File: src/rtl/traffic_pkg.sv
// Shared types and constants for the traffic light controller and its loop-sensor front end.
package traffic_pkg;

    typedef enum logic [2:0] {
        IDLE    = 3'd0,
        QUALIFY = 3'd1,
        PRESENT = 3'd2,
        HOLD    = 3'd3,
        FAULT   = 3'd4
    } sensor_state_t;

    localparam logic [1:0] RED    = 2'd0;
    localparam logic [1:0] YELLOW = 2'd1;
    localparam logic [1:0] GREEN  = 2'd2;

endpackage

File: src/rtl/loop_sensor_channel.sv
// One inductive-loop channel: synchronizer, debounce, gap hold and stuck-on fault detection.
module loop_sensor_channel
    import traffic_pkg::*;
#(
    parameter int unsigned CNT_W           = 32,
    parameter int unsigned DEBOUNCE_CYCLES = 32'd1_000_000,
    parameter int unsigned GAP_HOLD_CYCLES = 32'd300_000_000,
    parameter int unsigned STUCK_CYCLES    = 32'd3_000_000_000,
    parameter logic        FAIL_SAFE_LEVEL = 1'b1
) (
    input  logic clk_i,
    input  logic rst_ni,
    input  logic raw_i,
    output logic sensor_o,
    output logic fault_o,
    output logic fault_entry_o
);

    localparam logic [CNT_W-1:0] DEB_TC   = CNT_W'(DEBOUNCE_CYCLES - 32'd1);
    localparam logic [CNT_W-1:0] GAP_TC   = CNT_W'(GAP_HOLD_CYCLES - 32'd1);
    localparam logic [CNT_W-1:0] STUCK_TC = CNT_W'(STUCK_CYCLES - 32'd1);
    localparam logic [CNT_W-1:0] CNT_ZERO = {CNT_W{1'b0}};
    localparam logic [CNT_W-1:0] CNT_ONE  = CNT_W'(1);

    logic          sync1_q, sync2_q;
    logic          raw_s;
    sensor_state_t state_q, state_d;
    logic [CNT_W-1:0] cnt_q, cnt_d;
    logic          sensor_q, sensor_d;
    logic          fault_q, fault_d;

    assign raw_s = sync2_q;

    // Synchronizer, state, counter and registered outputs.
    always_ff @(posedge clk_i or negedge rst_ni) begin
        if (!rst_ni) begin
            sync1_q  <= 1'b0;
            sync2_q  <= 1'b0;
            state_q  <= IDLE;
            cnt_q    <= CNT_ZERO;
            sensor_q <= 1'b0;
            fault_q  <= 1'b0;
        end else begin
            sync1_q  <= raw_i;
            sync2_q  <= sync1_q;
            state_q  <= state_d;
            cnt_q    <= cnt_d;
            sensor_q <= sensor_d;
            fault_q  <= fault_d;
        end
    end

    // Next-state and counter; terminal counts are compare-equal so cnt never wraps.
    always_comb begin
        state_d = state_q;
        cnt_d   = cnt_q;
        case (state_q)
            IDLE: begin
                if (raw_s) begin
                    state_d = QUALIFY;
                    cnt_d   = CNT_ZERO;
                end else begin
                    cnt_d   = CNT_ZERO;
                end
            end
            QUALIFY: begin
                if (!raw_s) begin
                    state_d = IDLE;
                    cnt_d   = CNT_ZERO;
                end else if (cnt_q == DEB_TC) begin
                    state_d = PRESENT;
                    cnt_d   = CNT_ZERO;
                end else begin
                    cnt_d   = cnt_q + CNT_ONE;
                end
            end
            PRESENT: begin
                if (!raw_s) begin
                    state_d = HOLD;
                    cnt_d   = CNT_ZERO;
                end else if (cnt_q == STUCK_TC) begin
                    state_d = FAULT;
                    cnt_d   = CNT_ZERO;
                end else begin
                    cnt_d   = cnt_q + CNT_ONE;
                end
            end
            HOLD: begin
                if (raw_s) begin
                    state_d = PRESENT;
                    cnt_d   = CNT_ZERO;
                end else if (cnt_q == GAP_TC) begin
                    state_d = IDLE;
                    cnt_d   = CNT_ZERO;
                end else begin
                    cnt_d   = cnt_q + CNT_ONE;
                end
            end
            FAULT: begin
                // Any presence restarts the clean-input qualification window.
                if (raw_s) begin
                    cnt_d   = CNT_ZERO;
                end else if (cnt_q == DEB_TC) begin
                    state_d = IDLE;
                    cnt_d   = CNT_ZERO;
                end else begin
                    cnt_d   = cnt_q + CNT_ONE;
                end
            end
            default: begin
                state_d = IDLE;
                cnt_d   = CNT_ZERO;
            end
        endcase
    end

    // Output decode from the next state so outputs move on the same edge as the state.
    always_comb begin
        sensor_d = 1'b0;
        fault_d  = 1'b0;
        case (state_d)
            IDLE:    begin sensor_d = 1'b0;            fault_d = 1'b0; end
            QUALIFY: begin sensor_d = 1'b0;            fault_d = 1'b0; end
            PRESENT: begin sensor_d = 1'b1;            fault_d = 1'b0; end
            HOLD:    begin sensor_d = 1'b1;            fault_d = 1'b0; end
            FAULT:   begin sensor_d = FAIL_SAFE_LEVEL; fault_d = 1'b1; end
            default: begin sensor_d = 1'b0;            fault_d = 1'b0; end
        endcase
    end

    assign sensor_o      = sensor_q;
    assign fault_o       = fault_q;
    assign fault_entry_o = (state_d == FAULT) && (state_q != FAULT);

endmodule

File: src/rtl/loop_sensor_conditioner.sv
// Conditions main/side raw loop detectors into clean demand signals with shared sticky fault status.
module loop_sensor_conditioner
    import traffic_pkg::*;
#(
    parameter int unsigned CNT_W           = 32,
    parameter int unsigned DEBOUNCE_CYCLES = 32'd1_000_000,
    parameter int unsigned GAP_HOLD_CYCLES = 32'd300_000_000,
    parameter int unsigned STUCK_CYCLES    = 32'd3_000_000_000,
    parameter logic        FAIL_SAFE_LEVEL = 1'b1
) (
    input  logic       clk,
    input  logic       reset_n,
    input  logic       main_loop_raw,
    input  logic       side_loop_raw,
    input  logic       fault_clr,
    output logic       main_road_sensor,
    output logic       side_road_sensor,
    output logic       main_loop_fault,
    output logic       side_loop_fault,
    output logic [1:0] fault_sticky
);

    logic [1:0] fault_entry_s;
    logic [1:0] sticky_q, sticky_d;

    loop_sensor_channel #(
        .CNT_W           (CNT_W),
        .DEBOUNCE_CYCLES (DEBOUNCE_CYCLES),
        .GAP_HOLD_CYCLES (GAP_HOLD_CYCLES),
        .STUCK_CYCLES    (STUCK_CYCLES),
        .FAIL_SAFE_LEVEL (FAIL_SAFE_LEVEL)
    ) u_main (
        .clk_i         (clk),
        .rst_ni        (reset_n),
        .raw_i         (main_loop_raw),
        .sensor_o      (main_road_sensor),
        .fault_o       (main_loop_fault),
        .fault_entry_o (fault_entry_s[0])
    );

    loop_sensor_channel #(
        .CNT_W           (CNT_W),
        .DEBOUNCE_CYCLES (DEBOUNCE_CYCLES),
        .GAP_HOLD_CYCLES (GAP_HOLD_CYCLES),
        .STUCK_CYCLES    (STUCK_CYCLES),
        .FAIL_SAFE_LEVEL (FAIL_SAFE_LEVEL)
    ) u_side (
        .clk_i         (clk),
        .rst_ni        (reset_n),
        .raw_i         (side_loop_raw),
        .sensor_o      (side_road_sensor),
        .fault_o       (side_loop_fault),
        .fault_entry_o (fault_entry_s[1])
    );

    // Fault entry takes priority over a coincident clear.
    always_comb begin
        sticky_d = fault_entry_s | (sticky_q & ~{2{fault_clr}});
    end

    // Sticky fault register.
    always_ff @(posedge clk or negedge reset_n) begin
        if (!reset_n) begin
            sticky_q <= 2'b00;
        end else begin
            sticky_q <= sticky_d;
        end
    end

    assign fault_sticky = sticky_q;

endmodule

File: config.mk
export PLATFORM = sky130hd
export DESIGN_NAME = loop_sensor_conditioner
export DESIGN_NICKNAME = d
export VERILOG_FILES = /design/src/rtl/traffic_pkg.sv /design/src/rtl/loop_sensor_channel.sv /design/src/rtl/loop_sensor_conditioner.sv
export SDC_FILE = /design/constraint.sdc
export NUM_CORES = 1
export LEC_CHECK = 0
export ABC_CLOCK_PERIOD_IN_PS = 2500
export CAP_MARGIN = 20
export CORE_AREA = 2 2 95 188
export CTS_CLUSTER_SIZE = 25
export DETAILED_ROUTE_END_ITERATION = 12
export DIE_AREA = 0 0 97 190
export PLACE_DENSITY = 0.36
export SYNTH_ARGS = -nofsm -noshare
export SYNTH_HDL_FRONTEND = slang
export SYNTH_SLANG_ARGS = --single-unit
File: constraint.sdc
create_clock -name clk -period 2.5 [get_ports clk]
set_input_delay 0.375 -clock clk [delete_from_list [all_inputs] [get_ports clk]]
set_output_delay 0.375 -clock clk [all_outputs]
set_load 0.005 [all_outputs]
==> impl_metrics.tcl <==
set metrics [dict create \
    yosys_warnings 0 \
    yosysSeqAreaShare 0.482 \
    yosys.area_share.simple 0.315 \
    synthXorXnorAreaFrac 0.120 \
    core-area_sq_mm 0.0171 \
    final_layout_size_suffix_gt1_frac 0.113 \
    design_area_sq_mm 0.00507 \
    grt.overflow.total 0 \
    clock_latency_ns 0.33 \
    die_w_microns 97 \
    drt-total-wl_mm 10.3 \
    top_level_ports 11 \
    grt_max_degree 62 \
    ys.flop_type "dfrtp_1" \
    maxSlewHeadroom 0.689 \
    syn_area_sq_mm 0.00415 \
    synth_most_common_cell "nor2_1" \
    cp_max_fo 32 \
    cts.sink_count 80 \
    synth.avg_cell_area_sq_um 9.31 \
    hp-class "reg -> reg" \
    fin_crit_sh 0.927 \
    synthArstFlopShare 1.00 \
    cts_max_path_buffers 2 \
    vias 3290 \
    postCtsSetupBuffers 0 \
    synth_compound_area_frac 0.0500 \
    synth.distinct_cells 44 \
    clkTransAtPathRegs_ns 0.06 \
    placed_area_sq_mm 0.00471 \
    utilization 0.297 \
    max_freq_mhz 432 \
    dieArea_sq_mm 0.0184 \
    cts_made_buffers 9 \
    io_buffers 10 \
    vdd_drop_max_mv 0.260 \
    fin_setup_tns_ns 0 \
    rows 68 \
    hold_violations 0 \
    cp-end-kind "flop" \
    synth_seq_cells 80 \
    fin_ws_ns 0.183 \
    finalCriticalPeriod_ns 2.32 \
    vias_per_cell 4.73 \
    die_y_microns 190 \
    yosys-top-cells-area "dfrtp_1 (48%), nor2_1 (7.4%), xor2_1 (7.0%)" \
    worstPathArrival_ns 2.53 \
    power_density_mw_per_mm2 567 \
    status "finished clean" \
    finalSetupViolCount 0 \
    antennaDiodeCount 0 \
    track_usage 0.118 \
    syn-num-nets 453 \
    synthTopCellsByCount "nor2_1 (82), dfrtp_1 (80), nand3_1 (36), xor2_1 (33), nand4_1 (28)" \
    synth_edf_count 0 \
    synth_top_cell_area_share 0.482 \
    grt_pass1_vias 3418 \
    whs_ns 0.360 \
    n_fill_cell 1812 \
    worstMarginPinSlew_ns 0.462 \
    syn_inst 446 \
    initial_core_util 0.243 \
    finalMaxSlewViolations 0 \
    critPathRequiredTime_ns 2.71 \
    crit_type "reg -> reg" \
    dpl.hpwl_mm 7.12 \
    p_leak_nw 1.96 \
    synth_top_family_by_area "simple AND/OR/NAND/NOR gates" \
    htreeDepth 3 \
    gp_congestion 0.739 \
    synthAdderAreaFrac 0.00603 \
    cts_tree "built" \
    fin_nets 487 \
    ant_nets 0 \
    grt_pass1_wl_mm 17.8 \
    antenna_found_initial 0 \
    yosysTopAreaCell "dfrtp_1" \
    fin_skew_ns 0.00853 \
    synth.area.mux_share 0 \
    cap_violations 0 \
    firstDrtPassIters 4 \
    drc 0 \
    drt-initial-drc-count 128 \
    cp-start-kind "flop" \
    root_buffer "clkbuf_16" \
    dp_slack_ns 0.173 \
    syn2layout_area_growth_pct 22.2 \
    wl_per_cell_microns 14.8 \
]
==> layout by cell type (no fill, tap or decap), types with 7 or more instances in the layout <==
cell             netlist  layout
dfrtp_1               80      80
inv_1                 12      12
nand3_1               36      36
clkdlybuf4s50_1        0       9
nor3_1                16      16
xor2_1                33      33
and3_1                 9       9
nor2_1                82      82
buf_4                  0      24
nand4_1               28      28
xnor2_1               24      24
clkbuf_16              0       9
nor2b_1                7       7
nand2_1               26      26
a21oi_1                8       8
==> metrics by stage <==
| step | instances | power [W] |
|---|---|---|
| final | 695 | 0.00287 |
| after floorplan | 446 | 0.00137 |
| after global placement | 678 | 0.00143 |
| after detailed placement | 678 | 0.00142 |
| after CTS | 695 | 0.00295 |
| after global routing | 695 | 0.00300 |
==> power breakdown <==
part           leakage [nW]  total [W]  switching [W]  internal (W)
Sequential             1.10    0.00131      0.0000114       0.00130
Combinational         0.697  0.0000833      0.0000538     0.0000295
Clock                 0.163    0.00148       0.000519      0.000958
==> per-layer routing <==
layer / routed length [microns] / up-vias / global-route usage
li1: - / 1634 / -
met3: 205 / 8 / 0.0220
met2: 4690 / 36 / 0.177
met1: 5240 / 1612 / 0.169
met4: 150 / 0 / 0.0412
met5: 0 / - / 0
==> final timing paths <==
path | startpoint | end | slack [ns] | cells after the start
hold / removal | u_side.sync1_q$_DFF_PN0_ | u_side.raw_s$_DFF_PN0_ | 0.36 | 0
setup reg to reg | u_main.cnt_q[15]$_DFF_PN0_ | u_main.cnt_q[15]$_DFF_PN0_ | 0.18 | 6
setup / recovery | u_main.cnt_q[15]$_DFF_PN0_ | u_main.cnt_q[15]$_DFF_PN0_ | 0.18 | 6
hold reg to reg | u_side.sync1_q$_DFF_PN0_ | u_side.raw_s$_DFF_PN0_ | 0.36 | 0
max in group asynchronous | reset_n | u_main.cnt_q[6]$_DFF_PN0_ | 1.40 | 3
min in group asynchronous | reset_n | u_side.cnt_q[27]$_DFF_PN0_ | 0.47 | 2
==> state kept, by name, indices dropped and copies added, names as in the netlist <==
name	count
u_main.raw_s	1
u_main.sync1_q	1
u_side.cnt_q	32
u_side.fault_o	1
u_side.sensor_o	1
u_main.sensor_o	1
u_side.sync1_q	1
fault_sticky	2
u_side.raw_s	1
u_side.state_q	3
u_main.state_q	3
u_main.fault_o	1
u_main.cnt_q	32
==> layout make-up <==
type                       count  area [sq um]  share of cell area
multi-input combinational    339          2070               0.408
clock inverter                 2          60.1              0.0118
inverter                      12          45.0             0.00888
clock buffer                  14           274              0.0540
sequential                    80          2000               0.395
timing repair buffer          38           360              0.0711
tap                          210           263              0.0518
==> critical path, cell delays in order (launching register included) <==
cell,delay [ns]
dfrtp_1,0.43
or4b_1,0.59
nor4_1,0.36
a311oi_1,0.20
a311oi_4,0.29
buf_12,0.22
nor2_1,0.07
==> repair_timing <==
item | 4_1_cts | 5_1_grt
endpoints found under the setup margin | 0 | 34
hold endpoints to repair | 19 | 0
gates resized for setup | 0 | 2
hold buffers | 1 | 0
==> cell families after synthesis <==
kind of cell	after synthesis
flops	80
fa+ha+maj	2
xor+xnor	57
buf+inv	27
simple gates	250
compound gates	30
(Power assumes the default switching activity.)
